File: config.mk
export PLATFORM = sky130hd
export DESIGN_NAME = shift_unit_iter_flat
export DESIGN_NICKNAME = d
export VERILOG_FILES = /design/src/rtl/shift_unit_iter_if.sv /design/src/rtl/shift_unit_iter.sv /design/src/flat_wrapper.sv
export SDC_FILE = /design/constraint.sdc
export NUM_CORES = 1
export LEC_CHECK = 0
export CELL_PAD_IN_SITES_DETAIL_PLACEMENT = 0
export CELL_PAD_IN_SITES_GLOBAL_PLACEMENT = 1
export CORE_MARGIN = 4
export CORE_UTILIZATION = 40
export CTS_BUF_LIST = sky130_fd_sc_hd__clkbuf_2 sky130_fd_sc_hd__clkbuf_4 sky130_fd_sc_hd__clkbuf_8
export CTS_CLUSTER_SIZE = 24
export DETAILED_ROUTE_END_ITERATION = 10
export PLACE_DENSITY_LB_ADDON = 0.1
export SETUP_SLACK_MARGIN = 0.4
export SYNTH_ARGS = -nofsm -noshare
export SYNTH_HDL_FRONTEND = slang
export SYNTH_SLANG_ARGS = --single-unit
File: constraint.sdc
create_clock -name clk -period 3.8 [get_ports clk]
set_input_delay 0.76 -clock clk [delete_from_list [all_inputs] [get_ports clk]]
set_output_delay 0.76 -clock clk [all_outputs]
set_load 0.005 [all_outputs]
File: src/rtl/shift_unit_iter_if.sv
// Command/result bundle for the iterative shift unit: command handshake on
// the input side, result handshake with backpressure on the output side.
interface shift_unit_iter_if #(
  parameter int NBITS = 8,
  parameter int SHW   = $clog2(NBITS)
);
  logic             m_en;
  logic             in_valid;
  logic             in_ready;
  logic [2:0]       op;
  logic [SHW-1:0]   shamt;
  logic [NBITS-1:0] f_in;
  logic             msb_in;
  logic             lsb_in;
  logic [NBITS-1:0] f_out;
  logic             carry_out;
  logic             out_valid;
  logic             out_ready;
  logic             busy;

  modport master (
    output m_en, in_valid, op, shamt, f_in, msb_in, lsb_in, out_ready,
    input  in_ready, f_out, carry_out, out_valid, busy
  );

  modport slave (
    input  m_en, in_valid, op, shamt, f_in, msb_in, lsb_in, out_ready,
    output in_ready, f_out, carry_out, out_valid, busy
  );
endinterface

File: src/rtl/shift_unit_iter.sv
// Iterative shift/rotate unit. A persistent working register is loaded or
// shifted/rotated one bit position per clock; the result and the last bit
// shifted out are returned through a valid/ready handshake.
module shift_unit_iter #(
  parameter int NBITS = 8,
  parameter int SHW   = $clog2(NBITS)
) (
  input logic          clk,
  input logic          reset,
  shift_unit_iter_if.slave bus
);

  typedef enum logic [1:0] {IDLE, SHIFT, DONE} state_t;

  localparam logic [2:0] OP_HOLD = 3'b000;
  localparam logic [2:0] OP_LOAD = 3'b001;
  localparam logic [2:0] OP_LSR  = 3'b010;
  localparam logic [2:0] OP_LSL  = 3'b011;
  localparam logic [2:0] OP_ROR  = 3'b100;
  localparam logic [2:0] OP_ROL  = 3'b101;
  localparam logic [2:0] OP_ASR  = 3'b110;
  localparam logic [2:0] OP_ASL  = 3'b111;

  state_t           state_q;
  logic [NBITS-1:0] work_q;
  logic [SHW-1:0]   cnt_q;
  logic [2:0]       op_q;
  logic             msb_q;
  logic             lsb_q;
  logic             carry_q;
  logic [NBITS-1:0] fOut_q;
  logic             carryOut_q;
  logic             outValid_q;

  logic [NBITS-1:0] work_d;
  logic             carry_d;
  logic             inReady;
  logic             busy;

  assign inReady       = bus.m_en && (state_q == IDLE);
  assign busy          = (state_q != IDLE);
  assign bus.in_ready  = inReady;
  assign bus.busy      = busy;
  assign bus.f_out     = fOut_q;
  assign bus.carry_out = carryOut_q;
  assign bus.out_valid = outValid_q;

  // One-bit step of the captured operation; fill bits come from the values latched at accept.
  always_comb begin
    work_d  = work_q;
    carry_d = 1'b0;
    case (op_q)
      OP_LSR: begin work_d = {msb_q, work_q[NBITS-1:1]};         carry_d = work_q[0];       end
      OP_LSL: begin work_d = {work_q[NBITS-2:0], lsb_q};         carry_d = work_q[NBITS-1]; end
      OP_ROR: begin work_d = {work_q[0], work_q[NBITS-1:1]};     carry_d = work_q[0];       end
      OP_ROL: begin work_d = {work_q[NBITS-2:0], work_q[NBITS-1]}; carry_d = work_q[NBITS-1]; end
      OP_ASR: begin work_d = {work_q[NBITS-1], work_q[NBITS-1:1]}; carry_d = work_q[0];     end
      OP_ASL: begin work_d = {work_q[NBITS-2:0], 1'b0};          carry_d = work_q[NBITS-1]; end
      default: begin work_d = work_q;                            carry_d = 1'b0;            end
    endcase
  end

  // Control FSM: accept a command, step until the counter runs out, then hold the result until taken.
  always_ff @(posedge clk) begin
    if (reset) begin
      state_q    <= IDLE;
      work_q     <= '0;
      cnt_q      <= '0;
      op_q       <= OP_HOLD;
      msb_q      <= 1'b0;
      lsb_q      <= 1'b0;
      carry_q    <= 1'b0;
      fOut_q     <= '0;
      carryOut_q <= 1'b0;
      outValid_q <= 1'b0;
    end else begin
      case (state_q)
        IDLE: begin
          if (bus.in_valid && inReady) begin
            op_q    <= bus.op;
            msb_q   <= bus.msb_in;
            lsb_q   <= bus.lsb_in;
            carry_q <= 1'b0;
            if (bus.op == OP_LOAD) begin
              work_q <= bus.f_in;
            end
            if ((bus.op == OP_HOLD) || (bus.op == OP_LOAD)) begin
              cnt_q <= '0;
            end else begin
              cnt_q <= bus.shamt;
            end
            state_q <= SHIFT;
          end
        end
        SHIFT: begin
          if (cnt_q != '0) begin
            work_q  <= work_d;
            carry_q <= carry_d;
            cnt_q   <= cnt_q - SHW'(1);
          end else begin
            fOut_q     <= work_q;
            carryOut_q <= carry_q;
            outValid_q <= 1'b1;
            state_q    <= DONE;
          end
        end
        DONE: begin
          if (bus.out_ready) begin
            outValid_q <= 1'b0;
            state_q    <= IDLE;
          end
        end
        default: state_q <= IDLE;
      endcase
    end
  end

  // Load data must be known whenever a load command is taken.
  assert property (@(posedge clk) disable iff (reset)
    (bus.in_valid && inReady && (bus.op == OP_LOAD)) |-> !$isunknown(bus.f_in));

  // The presented result must not move while the consumer stalls.
  assert property (@(posedge clk) disable iff (reset)
    (outValid_q && !bus.out_ready) |=> (outValid_q && $stable(fOut_q) && $stable(carryOut_q)));

  // Command acceptance is impossible while an operation is in flight.
  assert property (@(posedge clk) !(inReady && busy));

endmodule
File: src/flat_wrapper.sv
// flat-port wrapper written by rule: the top's interface ports become plain ports
module shift_unit_iter_flat 
#(
  parameter int NBITS = 8,
  parameter int SHW   = $clog2(NBITS)
)
  (clk, reset, bus_m_en, bus_in_valid, bus_op, bus_shamt, bus_f_in, bus_msb_in, bus_lsb_in, bus_out_ready, bus_in_ready, bus_f_out, bus_carry_out, bus_out_valid, bus_busy);
  shift_unit_iter_if #(.NBITS(NBITS), .SHW(SHW)) bus_i ();
  input logic clk;
  input logic reset;
  input wire logic [$bits(bus_i.m_en)-1:0] bus_m_en;
  input wire logic [$bits(bus_i.in_valid)-1:0] bus_in_valid;
  input wire logic [$bits(bus_i.op)-1:0] bus_op;
  input wire logic [$bits(bus_i.shamt)-1:0] bus_shamt;
  input wire logic [$bits(bus_i.f_in)-1:0] bus_f_in;
  input wire logic [$bits(bus_i.msb_in)-1:0] bus_msb_in;
  input wire logic [$bits(bus_i.lsb_in)-1:0] bus_lsb_in;
  input wire logic [$bits(bus_i.out_ready)-1:0] bus_out_ready;
  output wire logic [$bits(bus_i.in_ready)-1:0] bus_in_ready;
  output wire logic [$bits(bus_i.f_out)-1:0] bus_f_out;
  output wire logic [$bits(bus_i.carry_out)-1:0] bus_carry_out;
  output wire logic [$bits(bus_i.out_valid)-1:0] bus_out_valid;
  output wire logic [$bits(bus_i.busy)-1:0] bus_busy;
  assign bus_i.m_en = bus_m_en;
  assign bus_i.in_valid = bus_in_valid;
  assign bus_i.op = bus_op;
  assign bus_i.shamt = bus_shamt;
  assign bus_i.f_in = bus_f_in;
  assign bus_i.msb_in = bus_msb_in;
  assign bus_i.lsb_in = bus_lsb_in;
  assign bus_i.out_ready = bus_out_ready;
  assign bus_in_ready = bus_i.in_ready;
  assign bus_f_out = bus_i.f_out;
  assign bus_carry_out = bus_i.carry_out;
  assign bus_out_valid = bus_i.out_valid;
  assign bus_busy = bus_i.busy;
  shift_unit_iter #(.NBITS(NBITS), .SHW(SHW)) u_core (.clk(clk), .reset(reset), .bus(bus_i));
endmodule
; Yosys cells after proc, flatten, opt, wreduce, memory -nomap -nowiden
; Index checks and enable logic that the tools add are counted.
[op_classes]
n_bitwise = 1
n_mux = 20
add_sub_neg = 1
reduce_logical = 18
eq_ne = 17
[ops]
columns = cell, n
row1 = $pmux W8 S6, 1
row2 = $mux W8, 3
row3 = $pmux W8 S2, 1
row4 = $eq A3 B3 Y1 const B, 4
row5 = $ne A2 B2 Y1 const B, 5
row6 = $mux W3, 3
row7 = $reduce_and A3 Y1, 3
row8 = $ne A7 B7 Y1 const B, 1
row9 = $eq A3 B2 Y1 const B, 2
row10 = $mux W2, 3
row11 = $ne A6 B6 Y1 const B, 1
row12 = $pmux W1 S2, 3
row13 = $pmux W2 S3, 1
row14 = $pmux W3 S2, 1
row15 = $reduce_and A6 Y1, 1
row16 = $reduce_bool A2 Y1, 3
row17 = $reduce_or A3 Y1, 2
row18 = $reduce_and A5 Y1, 1
row19 = $mux W1, 4
row20 = $reduce_and A2 Y1, 2
row21 = $eq A3 B1 Y1 const B, 1
row22 = $logic_not A3 Y1, 1
row23 = $reduce_bool A3 Y1, 1
row24 = $sub A3 B1 Y3 const B, 1
row25 = other kinds (7), 8
[word_totals]
in_bits = 21
out_inout_bits = 12
register_bits = 29
elab_cells = 68

; Depth between registers and ports, before layout
; Gate-level depths: netlist of the first run.
[logic_depth]
depth_word = 5
ltp_mapped = 8
mapped_depth_nobuf = 7

; Least setup slack after synthesis of the first run
; No wires, ideal clock.
[synth_path]
kind = input to register
from = input bus_in_valid
to = register u_core.work_q[1]
path_buffers = 2
arrival_time_ps = 1753
setup_slack_ps = 1930
cell_stages = 6
required_ps = 3683
setup_ps = 117
path_cell_list = and4bb_2 > buf_6 > nand3_1 > and3b_1 > clkbuf_2 > a22o_1
[synth_between]
elab_chain_len = 3
[synth_lines]
columns = element, line_no
row1 = "start, declared", flat_wrapper.sv:12  ; input wire logic [$bits(bus_i.in_valid)-1:0] bus_in_valid;
row2 = $logic_and A1 B1 Y1, shift_unit_iter.sv:79  ; if (bus.in_valid && inReady) begin
row3 = $ne A2 B2 Y1 (no source line), n/a
row4 = $reduce_and A5 Y1 (no source line), n/a
row5 = "end signal, assigned", shift_unit_iter.sv:85  ; work_q <= bus.f_in;
row6 = "end signal, assigned", shift_unit_iter.sv:97  ; work_q <= work_d;
row7 = "end, declared", shift_unit_iter.sv:25  ; logic [NBITS-1:0] work_q;
; No other way between the ends.
; A chain may end at the register's enable or synchronous reset.

; Worst setup path in the final report of the first run
[layout_path]
from = input bus_m_en
to = output bus_in_ready
[layout_between]
elab_chain_len = 1
[layout_lines]
columns = element, line_no
row1 = "start, declared", flat_wrapper.sv:11  ; input wire logic [$bits(bus_i.m_en)-1:0] bus_m_en;
row2 = $logic_and A1 B1 Y1, shift_unit_iter.sv:40  ; assign inReady = bus.m_en && (state_q == IDLE);
row3 = "end, declared", flat_wrapper.sv:19  ; output wire logic [$bits(bus_i.in_ready)-1:0] bus_in_ready;
; No other way between the ends.

==> results of run 1 <==
power groups by stage:
stage                     combinational [mW]  clock, mW  sequential (mW)
after global routing                   0.111      0.343            0.327
final                                 0.0992      0.317            0.324
after CTS                              0.100      0.326            0.325
after floorplan                       0.0646          0            0.327
after detailed placement              0.0998          0            0.332
after global placement                0.0979          0            0.332
cell families after synthesis:
logic type | count (synthesis) | share of synthesized area (%)
AOI/OAI and AO/OA | 40 | 19.93
and+or+nand+nor | 62 | 21.54
buffers and inverters | 16 | 5.272
DFF | 29 | 41.47
muxes | 14 | 10.01
adders and majority gates | 2 | 1.787
sequential cells by signal (all words and copies together) (netlist names):
name and cells:
u_core.bus.carry_out 1, u_core.bus.f_out 8, u_core.bus.out_valid 1, u_core.carry_q 1, u_core.cnt_q 3, u_core.lsb_q 1
u_core.msb_q 1, u_core.op_q 3, u_core.state_q 2, u_core.work_q 8
per-stage QoR:
step                      util (%)  setup WS, ps  cells  total power, mW
after floorplan                  -          1930    163           0.3916
after global placement       51.34          1187    231           0.4294
after detailed placement     51.34          1179    231           0.4315
after CTS                    54.39          1165    239           0.7514
after global routing         54.39          1109    239           0.7816
final                        54.39          1175    239           0.7411
cells in the mapped netlist, drive strengths merged:
library cell,count,share of area (%)
dfxtp,29,41
nor2,19,5.1
nand2,17,4.6
mux2i,14,10
a21oi,13,5.7
o21ai,10,3.8
nand3,8,2.9
clkbuf,7,2.0
a22o,6,3.8
inv,6,1.6
nand2b,4,1.8
buf,3,1.7
nand3b,3,1.6
nor2b,3,1.3
a211oi,2,1.1
a311oi,2,1.3
ha,2,1.8
or2,2,0.89
or3,2,0.89
a2111oi,1,0.63
a221o,1,0.71
a221oi,1,0.63
a2bb2oi,1,0.63
a31oi,1,0.45
a32o,1,0.71
and3b,1,0.63
and4bb,1,0.89
nand4,1,0.45
o21a,1,0.54
or4,1,0.54
final cells by class:
cell class | instances | area, um2 | share of cell area (%)
multi-input cells | 118 | 745.7 | 40.77
flip-flops and latches | 29 | 580.6 | 31.74
repair buffers | 32 | 320.3 | 17.51
clock inverters | 3 | 65.06 | 3.557
well taps | 46 | 57.56 | 3.146
clock buffers | 5 | 37.54 | 2.052
inverters | 6 | 22.52 | 1.231
routing by layer:
layer  vias to the layer above  global-route usage, %  share of wire, %
met2                        24                  24.91                47
met1                       565                  19.10                46
met3                         7                  5.158               5.0
li1                        632                      -                 -
met5                         -                      0                 0
met4                         0                  6.076               1.5
worst max-delay path, stage by stage:
cell             delay (ps)
clkdlybuf4s50_1         470
inv_1                    40
nor2_1                   90
clkdlybuf4s50_1         500
final timing paths:
| check | slack [ps] | cells after the start | start | end |
|---|---|---|---|---|
| setup / recovery | 1180 | 4 | bus_m_en | bus_in_ready |
| hold / removal | 460 | 2 | u_core.bus.f_out[4] | u_core.bus.f_out[4] |
| setup reg to reg | 1690 | 4 | u_core.state_q[0] | u_core.work_q[4] |
| hold reg to reg | 460 | 2 | u_core.bus.f_out[4] | u_core.bus.f_out[4] |
==> results.py, run 1 <==
metrics = {
    "route": {
        "first_pass_iters": 4,
        "routed_wl_mm": 3.079,
        "vias_per_cell": 5.138,
        "ant_nets": 0,
        "post_drt_wl_per_cell_um": 12.88,
        "vias": 1228,
        "route.detailed.drc": 0,
        "drt-initial-drc-count": 47,
    },
    "cells_and_area": {
        "fill_cells": 359,
        "mostFrequentLayoutCells": "clkdlybuf4s50_1 (32), dfxtp_1 (29), nor2_1 (19)",
        "nets": 215,
        "drive_gt1_share_pct": 7.254,
        "antennaDiodeCount": 0,
        "final_common_cell": "clkdlybuf4s50_1",
        "finalInstanceArea_mm2": 0.001829,
        "syn2layout_area_growth_pct": 30.65,
    },
    "critical_path": {
        "end_kind": "primary output",
        "critPathArrivalTime_ps": 1860,
        "crit_type": "input port to primary output",
        "critPathMaxFanout": 2,
        "required_ps": 3040,
        "cp-start-kind": "input port",
    },
    "global_route": {
        "grt_pass1_vias": 1172,
        "antenna_found_initial": 0,
        "grt_max_degree": 26,
        "overflow": 0,
        "grt_usage_pct": 15.51,
        "grt_pass1_wl_mm": 5.271,
    },
    "sta": {
        "fmax_mhz": 381.0,
        "tightest_slew_ps": 880.6,
        "hold_slack_ps": 460.7,
        "tns_ps": 0,
        "relSlewSlack_pct": 41.11,
        "setup_viol": 0,
        "fin_crit_sh_pct": 69.07,
        "finalHoldViolCount": 0,
        "clock_skew_ps": 3.702,
        "maxSlewViolCount": 0,
        "period_needed_ps": 2625,
        "rsz0062_at_grt": "no",
    },
    "placed_design": {
        "gp_congestion": 0.7738,
        "placed_cell_area_mm2": 0.001727,
        "port_buffers": 32,
        "dp.final_hpwl_mm": 2.254,
    },
    "power_and_ir_drop": {
        "switching_share_pct": 23.43,
        "seqPwrFrac_pct": 43.8,
        "power_frac_clock_pct": 42.8,
        "intPower_uw": 567.5,
        "p_sw_uw": 173.7,
        "p_comb_share_pct": 13.4,
        "peakVddDrop_mv": 0.2242,
        "leakagePower_nw": 0.7046,
        "pwr_density_cell_mw_per_mm2": 405.2,
    },
    "die": {
        "floorplan.initialDensity_pct": 41.63,
        "core_mm2": 0.003363,
        "rows": 21,
        "die_x_um": 67.16,
        "ios": 33,
        "die_area_mm2": 0.004510,
        "die_h_um": 67.16,
    },
    "logic_synthesis": {
        "synthCells": 163,
        "synth_cell_types": 37,
        "ys_ff_latch": 29,
        "seq_area_frac_synth_pct": 41.47,
        "ys_warn_count": 0,
        "synth.net_count": 186,
        "syn_area_mm2": 0.001400,
        "syn_area_per_cell_um2": 8.590,
    },
    "clock_tree": {
        "path_clk_slew_ps": 100,
        "cts_tree": "built",
        "htreeDepth": 2,
        "clk_latency_ps": 320,
        "postCtsSetupBuffers": 0,
        "cts-root-buf": "clkbuf_4",
        "clock_path_buffers": 2,
        "cts_buffers": 5,
        "postCtsResizedCells": 0,
        "cts_num_sinks": 29,
        "hold_buffers": 0,
    },
    "outcome": {
        "outcome": "finished clean",
    },
    "run": {
        "drv_cap": 0,
    },
    "worst_hold_path": {
        "hp-class": "flip-flop to flip-flop",
    },
}
Note: power is estimated with default switching activity, not from simulation.
==> inputs of run 2 (changes only) <==
--- a/config.mk
+++ b/config.mk
@@ -8,7 +8,7 @@
 export CELL_PAD_IN_SITES_DETAIL_PLACEMENT = 0
 export CELL_PAD_IN_SITES_GLOBAL_PLACEMENT = 1
 export CORE_MARGIN = 4
-export CORE_UTILIZATION = 40
+export CORE_UTILIZATION = 38
 export CTS_BUF_LIST = sky130_fd_sc_hd__clkbuf_2 sky130_fd_sc_hd__clkbuf_4 sky130_fd_sc_hd__clkbuf_8
 export CTS_CLUSTER_SIZE = 24
 export DETAILED_ROUTE_END_ITERATION = 10
==> constraint.sdc (replaced) <==
create_clock -name clk -period 2.51 [get_ports clk]
set_input_delay 0.502 -clock clk [delete_from_list [all_inputs] [get_ports clk]]
set_output_delay 0.502 -clock clk [all_outputs]
set_load 0.005 [all_outputs]
==> run 2 against run 1 <==
Effect of this change:
- via count is 1.7% higher
- critical path depth is 2 lower
- sequential power is 52% higher
- critical path type is now flip-flop to primary output
- largest power group unchanged
- highest routed layer unchanged
==> results.py, run 2 (synthesized netlist as in run 1, its figures left out) <==
metrics = {
    "power_and_ir_drop": {
        "leakagePower_nw": 0.7186,
        "pwr_density_cell_mw_per_mm2": 554.1,
        "finalPower_mw": 1.026,
        "peakVddDrop_mv": 0.2731,
    },
    "sta": {
        "tns_ps": 0,
        "fin_ws_ps": 568.6,
        "finalHoldViolCount": 0,
        "period_needed_ps": 1941,
        "setup_viol": 0,
        "maxSlewViolCount": 0,
        "rsz0062_at_grt": "no",
        "tightest_slew_ps": 488.3,
        "fmax_mhz": 515.1,
        "clock_skew_ps": 7.439,
        "fin_crit_sh_pct": 77.35,
        "relSlewSlack_pct": 67.45,
        "hold_slack_ps": 455.0,
    },
    "critical_path": {
        "end_kind": "primary output",
        "rrSetupSlack_ps": 600,
        "cp-start-kind": "flip-flop",
        "ff2ff_path_depth": 6,
        "required_ps": 2010,
        "critPathArrivalTime_ps": 1440,
        "rr_endpoint": "u_core.work_q[4]",
        "critPathMaxFanout": 7,
        "crit_type": "flip-flop to primary output",
        "regToRegStartpoint": "u_core.cnt_q[0]",
    },
    "die": {
        "ios": 33,
        "core_mm2": 0.003442,
        "rows": 21,
        "die_h_um": 68.70,
        "floorplan.initialDensity_pct": 40.68,
        "die_x_um": 68.70,
        "die_area_mm2": 0.004720,
    },
    "route": {
        "route.detailed.drc": 0,
        "drt-initial-drc-count": 53,
        "post_drt_wl_per_cell_um": 13.30,
        "vias_per_cell": 5.119,
        "ant_nets": 0,
        "routed_wl_mm": 3.244,
        "first_pass_iters": 4,
        "vias": 1249,
    },
    "global_route": {
        "grt_pass1_vias": 1160,
        "overflow": 0,
        "grt_max_degree": 22,
        "grt_pass1_wl_mm": 5.237,
        "grt_usage_pct": 15.35,
        "antenna_found_initial": 0,
    },
    "clock_tree": {
        "cts-root-buf": "clkbuf_8",
        "clk_latency_ps": 290,
        "cts_num_sinks": 29,
        "cts_buffers": 5,
        "cts_tree": "built",
        "htreeDepth": 2,
        "path_clk_slew_ps": 70,
        "clock_path_buffers": 2,
    },
    "cells_and_area": {
        "final_common_cell": "clkdlybuf4s50_1",
        "syn2layout_area_growth_pct": 32.26,
        "drive_gt1_share_pct": 10.10,
        "nets": 220,
        "final_util_pct": 53.80,
        "antennaDiodeCount": 0,
        "mostFrequentLayoutCells": "clkdlybuf4s50_1 (31), dfxtp_1 (29), nor2_1 (19)",
    },
    "worst_hold_path": {
        "hold_start": "u_core.bus.carry_out",
        "holdPathEnd": "u_core.bus.carry_out",
        "hp-class": "flip-flop to flip-flop",
        "hold_depth": 2,
    },
    "outcome": {
        "outcome": "finished clean",
    },
    "run": {
        "drv_cap": 0,
    },
    "placed_design": {
        "post-place-ws_ps": 406.4,
        "gp_congestion": 0.8221,
        "dp.final_hpwl_mm": 2.367,
        "port_buffers": 32,
    },
}
run 2: changes by cell type in the layout (fill, tap and decap cells not counted), moves of 2 or more:
| cell | change |
|---|---|
| buf_4 | +5 |
| bufinv_16 | -2 |
| clkbuf_4 | -5 |
| clkbuf_8 | +5 |
run 2: metrics by stage:
step	area, um2	cells
after detailed placement	1764	236
after global routing	1852	244
after CTS	1849	244
final	1852	244
after floorplan	1400	163
after global placement	1764	236
run 2: final cells by class:
type                       count  area (um2)
timing repair buffer          37       356.6
tap                           46       57.56
sequential                    29       580.6
clock buffer                   5       68.82
inverter                       6       22.52
fill                         337        1590
clock inverter                 3       17.52
multi-input combinational    118       748.2
run 2: worst max-delay path, stage by stage (launching register included):
cell and delay, ps:
dfxtp_1 380, or2_2 330, clkdlybuf4s50_1 450
run 2: worst max-delay path by stage:
stage	start	end	slack (ps)
3_5_place_dp	bus_m_en	bus_in_ready	410
5_1_grt	u_core.state_q[0]	bus_busy	490
4_1_cts	u_core.cnt_q[0]	u_core.work_q[4]	490
6_report	u_core.state_q[1]	bus_busy	570
3_3_place_gp	bus_m_en	bus_in_ready	400
2_1_floorplan	u_core.cnt_q[0]	u_core.work_q[1]	750
run 2: layer usage:
| layer | GRT usage [%] | up-vias | part of all wire [%] |
|---|---|---|---|
| met3 | 5.186 | 10 | 6.4 |
| met2 | 23.36 | 33 | 44 |
| met5 | 0 | - | 0 |
| met1 | 18.50 | 562 | 47 |
| met4 | 9.489 | 0 | 2.9 |
| li1 | - | 644 | - |
run 2: power breakdown:
| group | leakage [nW] | internal, mW | switching [mW] |
|---|---|---|---|
| Combinational | 0.440 | 0.0817 | 0.0775 |
| Clock | 0.0439 | 0.191 | 0.184 |
| Sequential | 0.235 | 0.476 | 0.0163 |
run 2: timing repair:
action	4_1_cts	5_1_grt
setup buffers	0	0
gates resized for setup	1	1
cloned	0	0
hold buffers	0	0
hold endpoints to repair	0	0
setup endpoints to repair	1	4
==> RTL change 1, RTL diff (config.mk and constraints of run 2) <==
`NBITS` is set to 8 in 3 places; all go to 32.
--- a/src/rtl/shift_unit_iter_if.sv
+++ b/src/rtl/shift_unit_iter_if.sv
@@ -1,7 +1,7 @@
 // Command/result bundle for the iterative shift unit: command handshake on
 // the input side, result handshake with backpressure on the output side.
 interface shift_unit_iter_if #(
-  parameter int NBITS = 8,
+  parameter int NBITS = 32,
   parameter int SHW   = $clog2(NBITS)
 );
   logic             m_en;
--- a/src/rtl/shift_unit_iter.sv
+++ b/src/rtl/shift_unit_iter.sv
@@ -2,7 +2,7 @@
 // shifted/rotated one bit position per clock; the result and the last bit
 // shifted out are returned through a valid/ready handshake.
 module shift_unit_iter #(
-  parameter int NBITS = 8,
+  parameter int NBITS = 32,
   parameter int SHW   = $clog2(NBITS)
 ) (
   input logic          clk,
--- a/src/flat_wrapper.sv
+++ b/src/flat_wrapper.sv
@@ -1,7 +1,7 @@
 // flat-port wrapper written by rule: the top's interface ports become plain ports
 module shift_unit_iter_flat 
 #(
-  parameter int NBITS = 8,
+  parameter int NBITS = 32,
   parameter int SHW   = $clog2(NBITS)
 )
   (clk, reset, bus_m_en, bus_in_valid, bus_op, bus_shamt, bus_f_in, bus_msb_in, bus_lsb_in, bus_out_ready, bus_in_ready, bus_f_out, bus_carry_out, bus_out_valid, bus_busy);
Ports: changed (resized bus_f_in, bus_f_out and bus_shamt); port bits go from 33 to 83. No check against the original RTL was run, so the function may have changed too.
==> RTL change 1 against run 2 <==
  * Worst setup slack got worse by 0.047 ns
  * Total power grew to 2.7 times the old value
  * Sequential cell count grew 50
  * Die area is 140% higher
  * Global-route usage is 1.0 points higher
  * Synthesized area increased to 2.7 times the old value
  * Routed wire length grew to 2.8 times the old value
  * Design area grew to 2.6 times the old value
  * Clock skew rose by 0.0014 ns
  * Critical path depth unchanged
  * Hold slack got worse by 0.00099 ns
  * Cell count rose to 2.6 times the old value
==> RTL change 1: results (changes against run 2) <==
- Vias in the first global route: 3064 (was 1160)
- Critical path arrival: 1.49 ns (was 1.44 ns)
- Crit-path max FO: 8 (was 7)
- Power Internal: 2.02 mW (was 0.748 mW)
- Hold endpoint: u_core.bus.f_out[25] (was u_core.bus.carry_out)
- Syn nets: 474 (was 186)
- Static Leakage: 1.79 nW (was 0.719 nW)
- Post-CTS resize count: 3 (was 1)
- Worst-case vdd ir drop: 0.238 mV (was 0.273 mV)
- Slew @ Worst Pin: 0.615 ns (was 0.488 ns)
- Synth cell types: 42 (was 37)
- Final clock skew: 0.00882 ns (was 0.00744 ns)
- Min-delay src: u_core.bus.f_out[25] (was u_core.bus.carry_out)
- Placer Congestion: 0.790 (was 0.822)
- Routing usage on met2: 26.2% (was 23.4%)
- Met1 GRT Util: 22.5% (was 18.5%)
- M3 GR Usage: 2.76% (was 5.19%)
- Top cells by count, synth: 81 x nand2_1, 79 x dfxtp_1, 76 x a21oi_1, 46 x nor2_1, 32 x mux2i_1 (was 29 x dfxtp_1, 19 x nor2_1, 17 x nand2_1, 14 x mux2i_1, 11 x a21oi_1)
- Largest net degree at the start of global routing: 42 (was 22)
- Pre-CTS WS: 0.246 ns (was 0.406 ns)
- RR Endpoint: u_core.work_q[26] (was u_core.work_q[4])
- Clk Latency, worst-skew pair: 0.34 ns (was 0.29 ns)
- Slowest cell delay on critical path: 0.50 ns (was 0.45 ns)
- Share of layout cells above drive strength 1: 14.7% (was 10.1%)
- Hold crit path type: register to register (unchanged)
- Via count: 3163 (was 1249)
- Placed instance count: 621 (was 236)
- DR WL/cell: 14.4 um (was 13.3 um)
- Post-synthesis compound-gate area fraction: 25.9% (was 19.9%)
- Asr flop ratio synth: 0% (unchanged)
- CTS H-tree depth: 3 (was 2)
- Gate Count Post-Synth: 426 (was 163)
- Synthesis Warnings: 0 (unchanged)
- Iteration-0 DRC Markers: 87 (was 53)
- Fill cell count: 979 (was 337)
- Nets: 547 (was 220)
- Hpwl dp: 6370 um (was 2370 um)
- WL final: 9170 um (was 3240 um)
- Synth Area in XOR/XNOR: 0.233% (was 0%)
- First-pass GRT wire length: 15200 um (was 5240 um)
- Multiplexer share of the synthesized area: 8.52% (was 10.0%)
- Status: finished, final reports clean (unchanged)
- Synth top area cells: dfxtp_1 42%, o2bb2ai_2 12%, a21oi_1 10% (was dfxtp_1 41%, mux2i_1 10%, nor2_1 5.1%)
- Proportion of synthesized chip area in sequential cells: 42.0% (was 41.5%)
- GRT Total Usage: 16.4% (was 15.3%)
- Power in combinational cells: 0.468 mW (was 0.159 mW)
## RTL change 1: cell count changes in the layout (fill, tap and decap cells not counted), moves of 7 or more
cell	change
buf_4	+7
nor2_1	+27
mux2i_1	+18
nand3_1	-7
dfxtp_1	+49
o2bb2ai_2	+30
nand2_1	+64
clkdlybuf4s50_1	+49
a21oi_1	+65
## RTL change 1: final cells by class
cell class	instances	area, um^2	share of cell area [%]
clock buffer	10	138	2.82
clock inverter	6	60.1	1.23
inverter	4	15.0	0.308
multi-input combinational	310	1990	40.9
sequential	79	1580	32.5
tap	133	166	3.42
timing repair buffer	95	916	18.8
## RTL change 1: worst max path at each step
stage,startpoint,endpoint,slack [ns]
after floorplan,u_core.cnt_q[0],u_core.work_q[10],0.77
after global placement,bus_m_en,u_core.work_q[4],0.28
after detailed placement,bus_m_en,u_core.work_q[3],0.25
after CTS,u_core.state_q[0],bus_busy,0.51
after global routing,u_core.cnt_q[0],u_core.bus.f_out[28],0.44
final,u_core.state_q[0],bus_busy,0.52
==> RTL change 2, RTL diff (flow settings as in run 2) <==
Without the edit above. Make the reset (`reset`) asynchronous in one clocked block.
--- a/src/rtl/shift_unit_iter.sv
+++ b/src/rtl/shift_unit_iter.sv
@@ -61,7 +61,7 @@
   end
 
   // Control FSM: accept a command, step until the counter runs out, then hold the result until taken.
-  always_ff @(posedge clk) begin
+  always_ff @(posedge clk or posedge reset) begin
     if (reset) begin
       state_q    <= IDLE;
       work_q     <= '0;
Check against the original RTL: differs if reset is asserted again (counterexample within 4 cycles, from zero or initial values and one cycle with reset high); with reset held inactive, the same outputs for 10 cycles.
==> RTL change 2 against run 2 <==
  * Cell count shrank 10%
  * Worst setup slack lost 0.035 ns
  * Largest cell class unchanged
  * Design area grew 8.9%
  * Sequential cell count is the same
  * Sequential share of layout area grew 4.8 points
  * Synthesized area grew 9.8%
  * Routed wire length shrank 0.89%
Power is not compared: it rests on default switching activity, and its combinational part moved more than twofold at a synthesized area within 25%.
==> RTL change 2: results (changes against run 2) <==
- Top cells by count, synth: 29 x dfrtp_1, 22 x mux2_2, 11 x o21ai_0, 9 x nand2_1, 7 x a21oi_1 (was 29 x dfxtp_1, 19 x nor2_1, 17 x nand2_1, 14 x mux2i_1, 11 x a21oi_1)
- Clock buffers: 7 (was 5)
- Num rows: 22 (was 21)
- Final clock skew: 0.00556 ns (was 0.00744 ns)
- Placed instance count: 209 (was 236)
- Sequential share of cell area: 36.1% (was 31.4%)
- Synth top area cells: dfrtp_1 47%, mux2_2 16%, mux2i_1 3.9% (was dfxtp_1 41%, mux2i_1 10%, nor2_1 5.1%)
- Metal3 WL: 155 um (was 208 um)
- Pre-CTS WS: 0.273 ns (was 0.406 ns)
- Synth Area in XOR/XNOR: 0.570% (was 0%)
- Placement Cell Area: 0.00188 mm^2 (was 0.00176 mm^2)
- Syn Area/Cell: 11.6 um^2 (was 8.59 um^2)
- Post-synthesis compound-gate area fraction: 12.3% (was 19.9%)
- Synth cell types: 39 (was 37)
- Critical path arrival: 1.47 ns (was 1.44 ns)
- Via count: 1108 (was 1249)
- RR Startpoint: u_core.state_q[1] (was u_core.cnt_q[0])
- Syn nets: 156 (was 186)
- Hold endpoint: u_core.bus.out_valid (was u_core.bus.carry_out)
- Max_slew headroom: 68.0% (was 67.4%)
- Initial antenna violation count: 0 (unchanged)
- Share of layout cells above drive strength 1: 28.1% (was 10.1%)
- Slowest stage cell, crit path: clkdlybuf4s50_1 (unchanged)
- Status: finished, final reports clean (unchanged)
- Hpwl dp: 2270 um (was 2370 um)
- Min-delay src: u_core.bus.out_valid (was u_core.bus.carry_out)
- Placer Congestion: 0.723 (was 0.822)
- Proportion of synthesized chip area in sequential cells: 47.2% (was 41.5%)
- RR Endpoint: u_core.work_q[4] (unchanged)
- First-pass GRT wire length: 5440 um (was 5240 um)
- Hold Slack: 0.478 ns (was 0.455 ns)
- Iteration-0 DRC Markers: 61 (was 53)
- Buffering overhead: 17.7% (was 19.3%)
- Met1 wire length: 1600 um (was 1510 um)
- Reg-to-reg slack, setup: 0.62 ns (was 0.60 ns)
- Clock network contribution to total cell area: 5.96% (was 4.66%)
- Multiplexer share of the synthesized area: 21.0% (was 10.0%)
- Utilization after layout: 53.5% (was 53.8%)
- Final worst path period share: 78.7% (was 77.3%)
- Multi-input gates: 92 (was 118)
- Asr flop ratio synth: 100% (was 0%)
- GRT Total Usage: 13.4% (was 15.3%)
- Hold Path Cell Cnt: 1 (was 2)
- Fill cell count: 334 (was 337)
- Routing usage on met2: 19.4% (was 23.4%)
- DR WL/cell: 14.7 um (was 13.3 um)
- Inverters: 5 (was 6)
- Crit-path max FO: 3 (was 7)
- Post-CTS resize count: 3 (was 1)
- Setup Fix Bufs, Post-CTS: 2 (was 0)
- Synth Area in Adders: 1.63% (was 1.79%)
- Nets: 193 (was 220)
- Via/cell ratio: 5.06 (was 5.12)
[RTL change 2: changes by cell type after synthesis, sizes merged, moves of 4 or more]
| cell | before | now |
|---|---|---|
| dfrtp | 0 | 29 |
| nand2 | 17 | 9 |
| a22o | 6 | 0 |
| nor2 | 19 | 6 |
| a21oi | 13 | 9 |
| nand3 | 8 | 1 |
| clkbuf | 7 | 3 |
| mux2i | 14 | 6 |
| dfxtp | 29 | 0 |
| mux2 | 0 | 23 |
[RTL change 2: cells by family (layout without fill, tap and decap cells)]
family	after synthesis	after routing
xor gates and xnor gates	1	1
buffers and inverters	12	50
and+or+nand+nor	31	31
muxes	29	29
DFF	29	29
adders and majority gates	2	2
AOI/OAI and AO/OA	29	29
[RTL change 2: report_power, final]
group	leakage (nW)	total (mW)	switching, mW	internal, mW
Combinational	0.479	1.23	0.537	0.692
Sequential	0.353	0.896	0.197	0.699
Clock	0.0619	0.505	0.171	0.334
Total	0.894	2.63	0.904	1.72
